## config.mk

```make
export PLATFORM = sky130hd
export DESIGN_NAME = adsr_envelope_generator
export DESIGN_NICKNAME = d
export VERILOG_FILES = /design/src/rtl/adsr_envelope_generator.sv
export SDC_FILE = /design/constraint.sdc
export NUM_CORES = 1
export LEC_CHECK = 0
export CAP_MARGIN = 20
export CORE_ASPECT_RATIO = 0.75
export CORE_MARGIN = 3
export CORE_UTILIZATION = 40
export DETAILED_ROUTE_END_ITERATION = 16
export MAX_ROUTING_LAYER = met4
export SLEW_MARGIN = 5
export SYNTH_ARGS = -nofsm -noshare
export SYNTH_HDL_FRONTEND = slang
export SYNTH_SLANG_ARGS = --single-unit
```

## constraint.sdc

```tcl
create_clock -name clk -period 5.68 [get_ports clk]
set_clock_uncertainty 0.15 [all_clocks]
set_input_delay 0.852 -clock clk [delete_from_list [all_inputs] [get_ports clk]]
set_output_delay 0.852 -clock clk [all_outputs]
set_load 0.1 [all_outputs]
```

## src/rtl/adsr_envelope_generator.sv

```systemverilog
// ---------------------------------------------------------------------------
// adsr_envelope_generator
//
// Linear ADSR envelope for one voice. A ACC_BITS-wide accumulator walks
// attack / decay / sustain / release on each sample_en strobe under control
// of a note gate. The upper AMPLITUDE_BITS of the accumulator feed the
// amplitude downscaler.
//
// Configuration macro:
//   ADSR_RETRIGGER_RESET_EN  defined   : a gate rise clears acc (hard retrigger)
//                            undefined : a gate rise keeps acc (legato retrigger)
//
// Ports:
//   clk            in   system clock, rising edge
//   rst_n          in   asynchronous active-low reset
//   sample_en      in   one-cycle sample-rate strobe; envelope steps only then
//   gate           in   note on (1) / off (0), sampled every clk
//   attack_step    in   [ACC_BITS]        increment per tick in ATTACK
//   decay_step     in   [ACC_BITS]        decrement per tick in DECAY
//   sustain_level  in   [AMPLITUDE_BITS]  sustain target, left-aligned in acc
//   release_step   in   [ACC_BITS]        decrement per tick in RELEASE
//   amplitude      out  [AMPLITUDE_BITS]  upper bits of the accumulator
//   state          out  [3]               IDLE=0 ATTACK=1 DECAY=2 SUSTAIN=3 RELEASE=4
//   active         out                    high whenever state is not IDLE
// ---------------------------------------------------------------------------
module adsr_envelope_generator #(
    parameter int ACC_BITS       = 16,
    parameter int AMPLITUDE_BITS = 8
) (
    input  logic                      clk,
    input  logic                      rst_n,
    input  logic                      sample_en,
    input  logic                      gate,
    input  logic [ACC_BITS-1:0]       attack_step,
    input  logic [ACC_BITS-1:0]       decay_step,
    input  logic [AMPLITUDE_BITS-1:0] sustain_level,
    input  logic [ACC_BITS-1:0]       release_step,
    output logic [AMPLITUDE_BITS-1:0] amplitude,
    output logic [2:0]                state,
    output logic                      active
);

    typedef enum logic [2:0] {
        IDLE    = 3'd0,
        ATTACK  = 3'd1,
        DECAY   = 3'd2,
        SUSTAIN = 3'd3,
        RELEASE = 3'd4
    } adsr_state_e;

    localparam logic [ACC_BITS:0] MAX_EXT = {1'b0, {ACC_BITS{1'b1}}};

    adsr_state_e         state_q;
    logic [ACC_BITS-1:0] acc_q;
    logic                gate_q;

    logic                rise;
    logic                fall;
    logic                fall_taken;
    logic [ACC_BITS-1:0] sustain_acc;
    logic [ACC_BITS:0]   attack_sum;
    logic [ACC_BITS:0]   decay_diff;
    logic                attack_done;
    logic                decay_done;
    logic                release_done;

    assign rise = gate & ~gate_q;
    assign fall = ~gate & gate_q;

    // A fall only matters while the note is sounding; in IDLE/RELEASE it is
    // ignored outright, so it does not block that cycle's tick either.
    assign fall_taken = fall && (state_q == ATTACK || state_q == DECAY || state_q == SUSTAIN);

    // Sustain target left-aligned in the accumulator (low bits zero).
    assign sustain_acc = ACC_BITS'(sustain_level) << (ACC_BITS - AMPLITUDE_BITS);

    // One extra bit exposes attack overflow and decay underflow (borrow).
    assign attack_sum   = {1'b0, acc_q} + {1'b0, attack_step};
    assign decay_diff   = {1'b0, acc_q} - {1'b0, decay_step};
    assign attack_done  = (attack_sum >= MAX_EXT);
    assign decay_done   = decay_diff[ACC_BITS] || (decay_diff[ACC_BITS-1:0] <= sustain_acc);
    assign release_done = (acc_q <= release_step);

    // NOTE: every register here, including the accumulator, is cleared by the
    // async reset so amplitude/active drop to zero without waiting for clk.
    always_ff @(posedge clk or negedge rst_n) begin
        if (!rst_n) begin
            state_q <= IDLE;
            acc_q   <= '0;
            gate_q  <= 1'b0;
        end else begin
            // NOTE: non-blocking throughout, so every decision below uses the
            // pre-edge values of state_q/acc_q/gate_q regardless of order.
            gate_q <= gate;
            if (rise) begin
                state_q <= ATTACK;
`ifdef ADSR_RETRIGGER_RESET_EN
                acc_q   <= '0;
`endif
            end else if (fall_taken) begin
                state_q <= RELEASE;
            end else if (sample_en) begin
                unique case (state_q)
                    IDLE: acc_q <= '0;
                    ATTACK: begin
                        if (attack_done) begin
                            acc_q   <= MAX_EXT[ACC_BITS-1:0];
                            state_q <= DECAY;
                        end else begin
                            acc_q   <= attack_sum[ACC_BITS-1:0];
                        end
                    end
                    DECAY: begin
                        if (decay_done) begin
                            acc_q   <= sustain_acc;
                            state_q <= SUSTAIN;
                        end else begin
                            acc_q   <= decay_diff[ACC_BITS-1:0];
                        end
                    end
                    // Re-loaded every tick so live sustain_level changes track.
                    SUSTAIN: acc_q <= sustain_acc;
                    RELEASE: begin
                        if (release_done) begin
                            acc_q   <= '0;
                            state_q <= IDLE;
                        end else begin
                            acc_q   <= acc_q - release_step;
                        end
                    end
                    default: begin
                        acc_q   <= '0;
                        state_q <= IDLE;
                    end
                endcase
            end
        end
    end

    assign amplitude = acc_q[ACC_BITS-1 -: AMPLITUDE_BITS];
    assign state     = state_q;
    assign active    = (state_q != IDLE);

endmodule

```

* Word level (Yosys, flattened, before mapping) *
Index checks and enable logic that the tools add are counted.

cells by class
  equal/unequal tests = 8
  magnitude comparators = 3
  bitwise operators = 6
  reduce and logical (&&, ||, !) cells = 10
  add/sub/neg operators = 3
  multiplexer cells = 11

operators by type and width
  operator                                                                 count
  16-bit one-hot mux with 4 select lines                                   1
  16-bit 2-to-1 mux                                                        3
  16-bit <= comparator                                                     2
  3-bit 2-to-1 mux                                                         6
  16-bit by 16-bit adder with 17-bit output                                1
  17-bit by 16-bit >= comparator with 1-bit output, second input constant  1
  16-bit by 16-bit subtractor with 17-bit output                           1
  16-bit subtractor                                                        1
  4-bit != test, second input constant                                     3
  3-bit one-hot mux with 4 select lines                                    1
  3-bit by 2-bit equality test with 1-bit output, second input constant    2
  3-bit nonzero test                                                       2
  5-bit AND reduction                                                      1
  1-bit NOT                                                                4
  3-bit by 1-bit equality test with 1-bit output, second input constant    1
  3-bit equality test, second input constant                               1
  3-bit logical NOT                                                        1
  1-bit logical OR                                                         3
  3-bit by 1-bit != test with 1-bit output, second input constant          1
  3-bit AND reduction                                                      1
  1-bit AND                                                                2
  2-bit OR reduction                                                       1
  1-bit logical AND                                                        1

storage, ports and cells
  bits of input ports = 60
  output and inout port bits = 12
  word-level logic and storage cells = 44
  register bits = 20

* Depth between registers and ports, before layout *
Gate-level depths: netlist (run 1).

  depth after elaboration = 8
  depth in mapped cells = 20
  gate-level depth less buffers = 19

* Worst setup path after synthesis (run 1) *
No wires, ideal clock.

  path type = input -> register
  from = input decay_step[6]
  to = register acc_q[9]
  slack = 0.701 ns
  data arrival time = 4.703 ns
  library setup time = 0.126 ns
  required time = 5.404 ns
  buffers on the path = 1
  stages on the path = 18
  path through = inv_1 > ha_1 > a2111o_1 > o2111ai_1 > a21oi_1 > o41a_1 > o21a_1 > o31a_1 > ha_1 > nand4_1 > nor4_1 > or3b_1 > nor4_4 > nor2b_1 > buf_6 > mux2_2 > a221oi_1 > nor2_1

on the way
  cells in the longest elaborated chain, start to end = 5

RTL lines
  element                                             line  source
  start, declared                                     35    input logic [ACC_BITS-1:0] decay_step,
  16-bit by 16-bit subtractor with 17-bit output (*)  79    assign decay_diff = {1'b0, acc_q} - {1'b0, decay_step};
  16-bit <= comparator                                81    assign decay_done = decay_diff[ACC_BITS] || (decay_diff[ACC_BITS-1:0] <= sustain_acc);
  1-bit logical OR                                    81
  16-bit 2-to-1 mux (*)                               114   if (decay_done) begin
  16-bit one-hot mux with 4 select lines (*)          103   unique case (state_q)
  end signal, assigned                                107   acc_q <= MAX_EXT[ACC_BITS-1:0];
  end signal, assigned                                115   acc_q <= sustain_acc;
  end signal, assigned                                118   acc_q <= decay_diff[ACC_BITS-1:0];
  end, declared                                       54    logic [ACC_BITS-1:0] acc_q;

Every way passes the cells marked *; elsewhere a longest branch is shown, timed or not.
A chain may end at the register's enable or synchronous reset.

* Worst setup path after layout (run 1) *
  from = input decay_step[6]
  to = register acc_q[1]

on the way
  cells in the longest elaborated chain, start to end = 5

RTL lines
  element                                             line
  16-bit by 16-bit subtractor with 17-bit output (*)  79
  16-bit <= comparator                                81
  1-bit logical OR (*)                                81
  16-bit 2-to-1 mux (*)                               114
  16-bit one-hot mux with 4 select lines (*)          103

Marks and branches as above.

==> results of run 1 <==
-- layout by cell type, fill, tap and decap left out, types with 3 or more instances in the layout --
cell	count
mux2i_1	5
a21oi_1	42
a21o_1	10
a31o_2	3
o221ai_1	4
o21ai_0	30
xnor2_1	23
fa_1	3
a211oi_1	8
and2_1	3
o21bai_1	7
nand3_1	11
o21ai_1	4
o211ai_1	7
a221oi_1	3
clkdlybuf4s50_1	71
or3_1	4
xor2_1	14
nor3_1	13
a22oi_1	6
or2_2	3
nor2_1	36
buf_4	6
nor4_1	4
a2111o_1	3
a22o_1	3
nand2_1	40
nor2b_1	10
dfrtp_1	20
a222oi_1	4
a31oi_1	7
o21a_1	8
mux2_2	4
inv_1	55
ha_1	56
a21oi_2	3
nand2b_1	4
nand4_1	10
clkbuf_16	3
-- cell families (layout without fill, tap and decap cells) --
group | after synthesis | in the layout | synth area share, %
compound gates | 175 | 175 | 29.9
fa+ha+maj | 60 | 60 | 19.5
simple gates | 151 | 151 | 19.3
xor+xnor | 37 | 37 | 8.22
flops | 20 | 20 | 12.7
mux | 9 | 9 | 2.41
buf+inv | 73 | 137 | 7.90
-- timing repair --
action | 4_1_cts | 5_1_grt
resized for setup | 0 | 6
setup endpoints to repair | 0 | 11
endpoints found under the hold margin | 0 | 0
-- critical path, cell delays in order --
cell	delay, ns
clkdlybuf4s50_1	0.45
inv_1	0.04
ha_1	0.30
a2111o_1	0.40
o2111ai_2	0.21
a21oi_2	0.11
o41a_1	0.40
o21a_1	0.21
o31a_1	0.25
ha_1	0.29
nand4_1	0.15
nor4_1	0.29
or3b_1	0.41
nor4_4	0.16
buf_4	0.16
nand2b_1	0.16
nor3_1	0.11
a221oi_1	0.30
o21ai_0	0.11
-- registers in the layout, indices dropped and copies added, names as in the netlist --
name    count
gate_q      1
state       3
acc_q      16
-- cell type report --
| class | instances | area, sq um | area share (%) |
|---|---|---|---|
| Inverter | 55 | 206 | 4.24 |
| Multi-Input combinational cell | 432 | 3150 | 64.7 |
| Timing Repair Buffer | 78 | 761 | 15.6 |
| Sequential cell | 20 | 500 | 10.3 |
| Tap cell | 128 | 160 | 3.29 |
| Clock buffer | 4 | 88.8 | 1.83 |
-- worst min-delay path by stage --
stage | end | depth (start not counted)
after floorplan | acc_q[0]$_DFFE_PN0P_ | 1
after global placement | acc_q[0]$_DFFE_PN0P_ | 1
after detailed placement | acc_q[0]$_DFFE_PN0P_ | 1
after CTS | acc_q[0]$_DFFE_PN0P_ | 1
after global routing | acc_q[0]$_DFFE_PN0P_ | 1
final | acc_q[0]$_DFFE_PN0P_ | 1
-- stage by stage --
stage	hold slack (ns)	setup slack, ns
floorplan	0.350	0.701
global placement	0.427	0.0552
detailed placement	0.435	-0.0852
CTS	0.452	0.155
global route	0.498	0.00817
finish	0.429	0.279
-- power by group through the flow --
stage / Sequential, uW / Combinational [uW] / Clock, uW
floorplan: 294 / 1360 / 0
CTS: 308 / 1820 / 165
finish: 310 / 1850 / 167
global placement: 311 / 1790 / 0
detailed placement: 312 / 1800 / 0
global route: 320 / 2020 / 171
-- metal layers --
metal | track usage (%) | routed length (um)
met5 | - | 0
met4 | 4.72 | 159
met3 | 2.28 | 1120
met2 | 31.9 | 5040
met1 | 34.8 | 6300
==> flow_metrics.tcl, run 1 <==
set metrics [dict create \
    syn_inst 525 \
    clock_latency_ns 0.26 \
    grt_pass1_wl_um 19900 \
    grt_usage_pct 22.7 \
    routed_wl_um 12600 \
    final_util_pct 52.2 \
    synth_top_area_cell "ha_1" \
    crit_arrival_ns 5.37 \
    critPathLaunchType "input port" \
    cts_buffers 3 \
    layout.nets 709 \
    p_seq_share_pct 13.3 \
    synthesis.area_sq_um 3940 \
    p_leak_uw 0.00222 \
    core_area_sq_um 9310 \
    drc 0 \
    combPwrFrac_pct 79.5 \
    relSlewSlack_pct 31.9 \
    timing.fmax_mhz 185 \
    ant_nets 0 \
    htree_levels 1 \
    io_pins 72 \
    period_needed_ns 5.40 \
    die_area_sq_um 11100 \
    drv_slew 0 \
    r2r_start "acc_q[5]$_DFFE_PN0P_" \
    vias_per_cell 5.87 \
    ys_warn_count 0 \
    grt_pass1_vias 3887 \
    cts_tree "built" \
    synth.avg_cell_area_sq_um 7.51 \
    fin_cells 717 \
    synth.most_common_cell "ha_1" \
    tightest_slew_ns 1.02 \
    cts_root_buf "clkbuf_16" \
    finalHoldViolCount 0 \
    synth-seq-cells 20 \
    final-setup-viol-count 0 \
    critPathLaunch "decay_step[6]" \
    status "finished, final reports clean" \
    power_frac_clock_pct 7.2 \
    yosys_most_used_dff "dfrtp_1" \
    dp_hpwl_um 10400 \
    synth-async-reset-ratio_pct 100 \
    rrSetupSlack_ns 0.85 \
    vias 4210 \
    drive_gt1_share_pct 5.09 \
    portBuffers 71 \
    first_iter_violations 542 \
    timing.setup.tns_ns 0 \
    crit_fanout 4 \
    internal-power_uw 1010 \
    fin_crit_sh_pct 95.1 \
    diodes 0 \
    worstSetupEndpointType "flip-flop" \
    placed_area_sq_um 4750 \
    fp.dieH_um 92.0 \
    syn2layout_area_growth_pct 23.3 \
    syn_nets 644 \
    r2r_cells 17 \
    path_clk_slew_ns 0.06 \
    wl_per_cell_um 17.6 \
    crit_end "acc_q[1]$_DFFE_PN0P_" \
    yosys.area.top_type_share_pct 17.8 \
    cts_setup_buffers 0 \
    power_uw 2330 \
    grt_max_degree 23 \
    fin_area_sq_um 4860 \
    yosysSeqAreaShare_pct 12.7 \
    cts_buffer_depth 2 \
    hold_buffers 0 \
    nFillCells 939 \
    power_density_nw_per_um2 478 \
    rsz0062_at_grt "false" \
    fp.dieW_um 121 \
    r2r-end "acc_q[1]$_DFFE_PN0P_" \
    synth_area_leaders "ha_1 (18%), dfrtp_1 (13%), a21oi_1 (5.5%)" \
    fp-row-count 30 \
    dp_cells 712 \
    criticalPathCategory "input port to flip-flop" \
    netlist_top_cells_count "ha_1 (56), inv_1 (55), a21oi_1 (43)" \
    ir_worst_vdd_mv 0.232 \
    initial_utilization_pct 42.4 \
    grt-ovfl-total 0 \
    synth_edf_count 0 \
    worstPathRequired_ns 5.65 \
    switching_share_pct 56.7 \
    min_path_type "flip-flop to flip-flop" \
    cts_sinks 20 \
    switchingPower_uw 1320 \
    antenna_found_initial 0 \
    synth_cell_types 67 \
    maxCapViolations 0 \
    drtPass1Iterations 5 \
    gp_congestion 0.951 \
    min_from "acc_q[0]$_DFFE_PN0P_" \
]
Note: power is estimated with default switching activity, not from simulation.
==> run 2, diff against run 1 <==
--- a/config.mk
+++ b/config.mk
@@ -7,7 +7,8 @@
 export LEC_CHECK = 0
 export CAP_MARGIN = 20
-export CORE_ASPECT_RATIO = 0.75
+export CORE_ASPECT_RATIO = 0.7
 export CORE_MARGIN = 3
 export CORE_UTILIZATION = 40
+export CTS_CLUSTER_SIZE = 20
 export DETAILED_ROUTE_END_ITERATION = 16
 export MAX_ROUTING_LAYER = met4
==> constraint.sdc (replaced) <==
create_clock -name clk -period 5.68 [get_ports clk]
set_clock_uncertainty 0.15 [all_clocks]
set_input_delay 0.568 -clock clk [delete_from_list [all_inputs] [get_ports clk]]
set_output_delay 0.568 -clock clk [all_outputs]
set_load 0.1 [all_outputs]
==> run 2 against run 1 <==
Net effect: non-clock buffer count decreased by 4; sequential cell count unchanged; clock power increased by 3%; clock-buffer cell count unchanged; wire length increased by 2.3%; critical path type unchanged.
==> flow_metrics.tcl, run 2 (same netlist as run 1, synthesis figures left out) <==
set metrics [dict create \
    fp.dieH_um 89.1 \
    worstPathRequired_ns 5.68 \
    relSlewSlack_pct 34.0 \
    grt_pass1_vias 3935 \
    register_area_sq_um 500 \
    syn2layout_area_growth_pct 22.9 \
    nFillCells 932 \
    power_density_nw_per_um2 479 \
    internal-power_uw 998 \
    drtPass1Iterations 5 \
    status "finished, final reports clean" \
    final_common_cell "clkdlybuf4s50_1" \
    switchingPower_uw 1330 \
    die_area_sq_um 11100 \
    crit_fanout 7 \
    final-setup-viol-count 0 \
    timing.setup.tns_ns 0 \
    largest_reg_flops 16 \
    path_clk_slew_ns 0.07 \
    grt_max_degree 23 \
    io_pins 72 \
    cts_tree "built" \
    antenna_found_initial 0 \
    maxCapViolations 0 \
    finalHoldViolCount 0 \
    timing.fmax_mhz 189 \
    cts_buffer_depth 2 \
    rsz0062_at_grt "false" \
    routed_wl_um 12900 \
    grt-ovfl-total 0 \
    layout.nets 705 \
    initial_utilization_pct 42.3 \
    power_frac_clock_pct 7.4 \
    top_register "acc_q" \
    clock_latency_ns 0.26 \
    htree_levels 1 \
    power_uw 2320 \
    core_area_sq_um 9330 \
    ant_nets 0 \
    drv_slew 0 \
    rrSetupSlack_ns 0.66 \
    fp.dieW_um 125 \
    period_needed_ns 5.29 \
    cts_root_buf "clkbuf_16" \
    switching_share_pct 57.0 \
    critPathLaunchType "input port" \
    hold_buffers 0 \
    diodes 0 \
    wl_per_cell_um 18.2 \
    p_seq_share_pct 13.4 \
    drc 0 \
    dp_hpwl_um 10600 \
    layout_common_cells "clkdlybuf4s50_1 (71), ha_1 (56), inv_1 (55)" \
    grt_usage_pct 23.9 \
    combPwrFrac_pct 79.2 \
    multi_input_area_sq_um 3140 \
    fin_crit_sh_pct 93.1 \
    cts_sinks 20 \
    portBuffers 71 \
    grt_pass1_wl_um 20800 \
    p_leak_uw 0.00221 \
    drive_gt1_share_pct 4.27 \
    vias_per_cell 5.89 \
    vias 4178 \
    gp_congestion 0.938 \
    criticalPathCategory "input port to flip-flop" \
    cts_buffers 3 \
    first_iter_violations 440 \
    ir_worst_vdd_mv 0.303 \
    min_path_type "input port to asynchronous set/reset pin" \
    crit_arrival_ns 5.29 \
    fp-row-count 29 \
    tightest_slew_ns 0.987 \
    worstSetupEndpointType "flip-flop" \
]
-- run 2: power groups by stage --
stage	clock network (uW)	registers, uW	logic, uW
after detailed placement	0	311	1800
after CTS	169	308	1820
final	172	312	1840
after floorplan	0	294	1360
after global placement	0	312	1800
after global routing	176	323	2010
-- run 2: cell type report --
| cell class | count | share of cell area [%] |
|---|---|---|
| Clock buffer | 4 | 1.83 |
| Timing Repair Buffer | 74 | 15.5 |
| Tap cell | 124 | 3.20 |
| Sequential cell | 20 | 10.3 |
| Multi-Input combinational cell | 432 | 64.8 |
| Inverter | 55 | 4.26 |
-- run 2: worst max-delay path, stage by stage --
cell             delay (ns)
clkdlybuf4s50_1        0.45
inv_1                  0.04
ha_1                   0.36
a2111o_1               0.41
o2111ai_2              0.21
a21oi_1                0.15
o41a_1                 0.42
o21a_1                 0.21
o31a_1                 0.25
ha_1                   0.30
nand4_1                0.14
nor4_1                 0.31
or3b_1                 0.43
nor4_4                 0.22
nor2b_1                0.17
buf_4                  0.20
nor3_1                 0.13
a311oi_1               0.08
o31a_1                 0.26
-- run 2: stage by stage --
step / util [%] / setup slack [ns] / cell area (sq um) / cells / hold slack (ns)
after floorplan: - / 0.985 / 3940 / 525 / 0.122
after global placement: 50.6 / 0.268 / 4720 / 704 / 0.432
after detailed placement: 50.6 / 0.0927 / 4720 / 704 / 0.426
after CTS: 51.6 / 0.336 / 4810 / 708 / 0.440
after global routing: 52.0 / 0.0145 / 4850 / 709 / 0.423
final: 52.0 / 0.390 / 4850 / 709 / 0.405
-- run 2: repair_timing --
| action | CTS | global route |
|---|---|---|
| endpoints found under the hold margin | 0 | 0 |
| setup buffers | 0 | 0 |
| resized for setup | 0 | 2 |
| setup endpoints to repair | 0 | 5 |
-- run 2: path summary, 6_finish.rpt --
path                                       from                    to  cells after the start
max                               decay_step[6]  state[0]$_DFFE_PN0P_                     19
min                                       rst_n  acc_q[1]$_DFFE_PN0P_                      1
max reg2reg                acc_q[0]$_DFFE_PN0P_  state[0]$_DFFE_PN0P_                     20
min reg2reg                acc_q[0]$_DFFE_PN0P_  acc_q[0]$_DFFE_PN0P_                      1
max in group asynchronous                 rst_n  acc_q[8]$_DFFE_PN0P_                      2
min in group clk           acc_q[0]$_DFFE_PN0P_  acc_q[0]$_DFFE_PN0P_                      1
-- run 2: layer usage --
metal | GRT usage (%) | share of wire [%] | vias up | routed length, um
li1 | - | - | 2061 | -
met1 | 36.4 | 53 | 1958 | 6820
met2 | 34.4 | 39 | 146 | 5030
met3 | 1.73 | 7.1 | 13 | 915
met4 | 4.48 | 1.1 | 0 | 144
met5 | - | 0 | - | 0
==> run 3, diff against run 2 <==
PLACE_DENSITY = 0.61   (was default)
==> run 3 against run 2 <==
Net effect: power rose by 1.4%; clock power is 16% higher; via count fell by 0.50%; maximum frequency up 0.34%; critical endpoint is now acc_q[9]$_DFFE_PN0P_.
==> flow_metrics.tcl, run 3 (same netlist as run 1, synthesis figures left out) <==
set metrics [dict create \
    crit_arrival_ns 5.26 \
    slowest_delay_ns 0.45 \
    p_seq_share_pct 13.4 \
    grt_max_degree 23 \
    drv_slew 0 \
    period_needed_ns 5.27 \
    nFillCells 926 \
    combPwrFrac_pct 78.2 \
    first_iter_violations 423 \
    min_path_type "input port to asynchronous set/reset pin" \
    ant_nets 0 \
    critPathLaunchType "input port" \
    r2r-end "acc_q[9]$_DFFE_PN0P_" \
    maxCapViolations 0 \
    path_clk_slew_ns 0.06 \
    die_area_sq_um 11100 \
    layout_common_cells "clkdlybuf4s50_1 (71), ha_1 (56), inv_1 (55)" \
    crit_fanout 5 \
    clock_latency_ns 0.26 \
    power_frac_clock_pct 8.5 \
    rrSetupSlack_ns 0.64 \
    grt-ovfl-total 0 \
    power_density_nw_per_um2 486 \
    criticalPathCategory "input port to flip-flop" \
    cts_setup_buffers 0 \
    p_leak_uw 0.00222 \
    cp_cell_sequence "clkdlybuf4s50_1, inv_1, ha_1, a2111o_1, o2111ai_1, a21oi_1, o41a_1, o21a_1, o21ai_0, o31a_1, ha_1, nand4_1, nor4_1, or3b_1, nor4_4, nor2b_1, mux2_2, a221oi_1, nor2_1" \
    worstSetupEndpointType "flip-flop" \
    tightest_slew_ns 0.983 \
    final-setup-viol-count 0 \
    gp_congestion 0.947 \
    io_pins 72 \
    drtPass1Iterations 5 \
    ir_worst_vdd_mv 0.298 \
    cts_buffer_depth 2 \
    portBuffers 71 \
    vias_per_cell 5.86 \
    diodes 0 \
    routed_wl_um 12900 \
    final_common_cell "clkdlybuf4s50_1" \
    finalHoldViolCount 0 \
    cts_sinks 20 \
    wl_per_cell_um 18.3 \
    grt_pass1_vias 3831 \
    htree_levels 1 \
    r2r_cells 19 \
    critPathSlowestCell "clkdlybuf4s50_1" \
    antenna_found_initial 0 \
    grt_usage_pct 23.2 \
    syn2layout_area_growth_pct 23.0 \
    timing.fmax_mhz 190 \
    drive_gt1_share_pct 3.93 \
    fp.dieH_um 89.1 \
    timing.critical_path.buf_inv 2 \
    dp_hpwl_um 10600 \
    status "finished, final reports clean" \
    worstPathRequired_ns 5.67 \
    cts_buffers 3 \
    fp-row-count 29 \
    cp_common_cell "ha_1" \
    cts_root_buf "clkbuf_16" \
    rsz0062_at_grt "false" \
    cts_tree "built" \
    internal-power_uw 1030 \
    grt_pass1_wl_um 20100 \
    initial_utilization_pct 42.3 \
    layout.nets 705 \
    fp.dieW_um 125 \
    cts_resized 0 \
    fin_crit_sh_pct 92.8 \
    top_register "acc_q" \
    hold_buffers 0 \
    switchingPower_uw 1330 \
    timing.setup.tns_ns 0 \
    vias 4157 \
    r2r_start "acc_q[0]$_DFFE_PN0P_" \
    largest_reg_flops 16 \
    switching_share_pct 56.3 \
    crit_family "compound AO/OA/AOI/OAI gates" \
    drc 0 \
    core_area_sq_um 9330 \
    relSlewSlack_pct 34.2 \
    hold_ws_ns 0.390 \
]
## run 3: cell types whose count changed in the layout (fill, tap and decap cells not counted), sizes merged
cell    before  now
bufinv       0    1
clkbuf       4    3
## run 3: per-stage QoR
step | std cells | setup WS (ns) | cell area, sq um | util (%) | total power, uW
2_1_floorplan | 525 | 0.985 | 3940 | - | 1660
3_3_place_gp | 704 | 0.315 | 4720 | 50.6 | 2110
3_5_place_dp | 704 | 0.192 | 4720 | 50.6 | 2110
4_1_cts | 708 | 0.414 | 4820 | 51.7 | 2330
5_1_grt | 709 | 0.0718 | 4850 | 52.0 | 2530
6_report | 709 | 0.408 | 4850 | 52.0 | 2360
## run 3: worst register-to-register path, stage by stage (launching register included)
cell      delay (ns)
dfrtp_1         0.43
inv_1           0.12
ha_1            0.20
inv_1           0.06
fa_1            0.40
a211oi_1        0.34
o21ai_0         0.19
a41o_1          0.30
o21ai_0         0.26
o21ai_0         0.14
xnor2_1         0.17
ha_1            0.30
nand4_1         0.13
nor4_1          0.27
or3b_1          0.42
nor4_4          0.23
nor2b_1         0.17
mux2_2          0.30
a221oi_1        0.28
nor2_1          0.08
## run 3: power by group through the flow
stage	Sequential, uW	Combinational, uW	Clock, uW
floorplan	294	1360	0
global placement	313	1800	0
detailed placement	312	1800	0
CTS	310	1820	198
global route	326	2000	204
finish	315	1840	199
## run 3: area by class of cell
type | instances | area, sq um | area share, %
inverters | 55 | 206 | 4.25
well taps | 124 | 155 | 3.20
clock inverters | 1 | 30.0 | 0.619
clock buffers | 3 | 75.1 | 1.55
repair buffers | 74 | 753 | 15.5
multi-input cells | 432 | 3130 | 64.5
flip-flops and latches | 20 | 500 | 10.3
## run 3: worst max-delay path by stage
| stage | startpoint | endpoint | slack, ns | cells past startpoint |
|---|---|---|---|---|
| global placement | decay_step[6] | acc_q[13]$_DFFE_PN0P_ | 0.31 | 19 |
| global route | decay_step[0] | acc_q[9]$_DFFE_PN0P_ | 0.07 | 19 |
| detailed placement | decay_step[0] | acc_q[9]$_DFFE_PN0P_ | 0.19 | 19 |
| CTS | decay_step[0] | acc_q[9]$_DFFE_PN0P_ | 0.41 | 19 |
| finish | decay_step[6] | acc_q[9]$_DFFE_PN0P_ | 0.41 | 19 |
| floorplan | decay_step[6] | acc_q[9]$_DFFE_PN0P_ | 0.99 | 18 |
## run 3: metal layers
metal  share of wire (%)  GRT usage (%)
met1                  50           33.7
met2                  39           34.9
met3                  10           4.24
met4                0.55           2.39
met5                   0              -
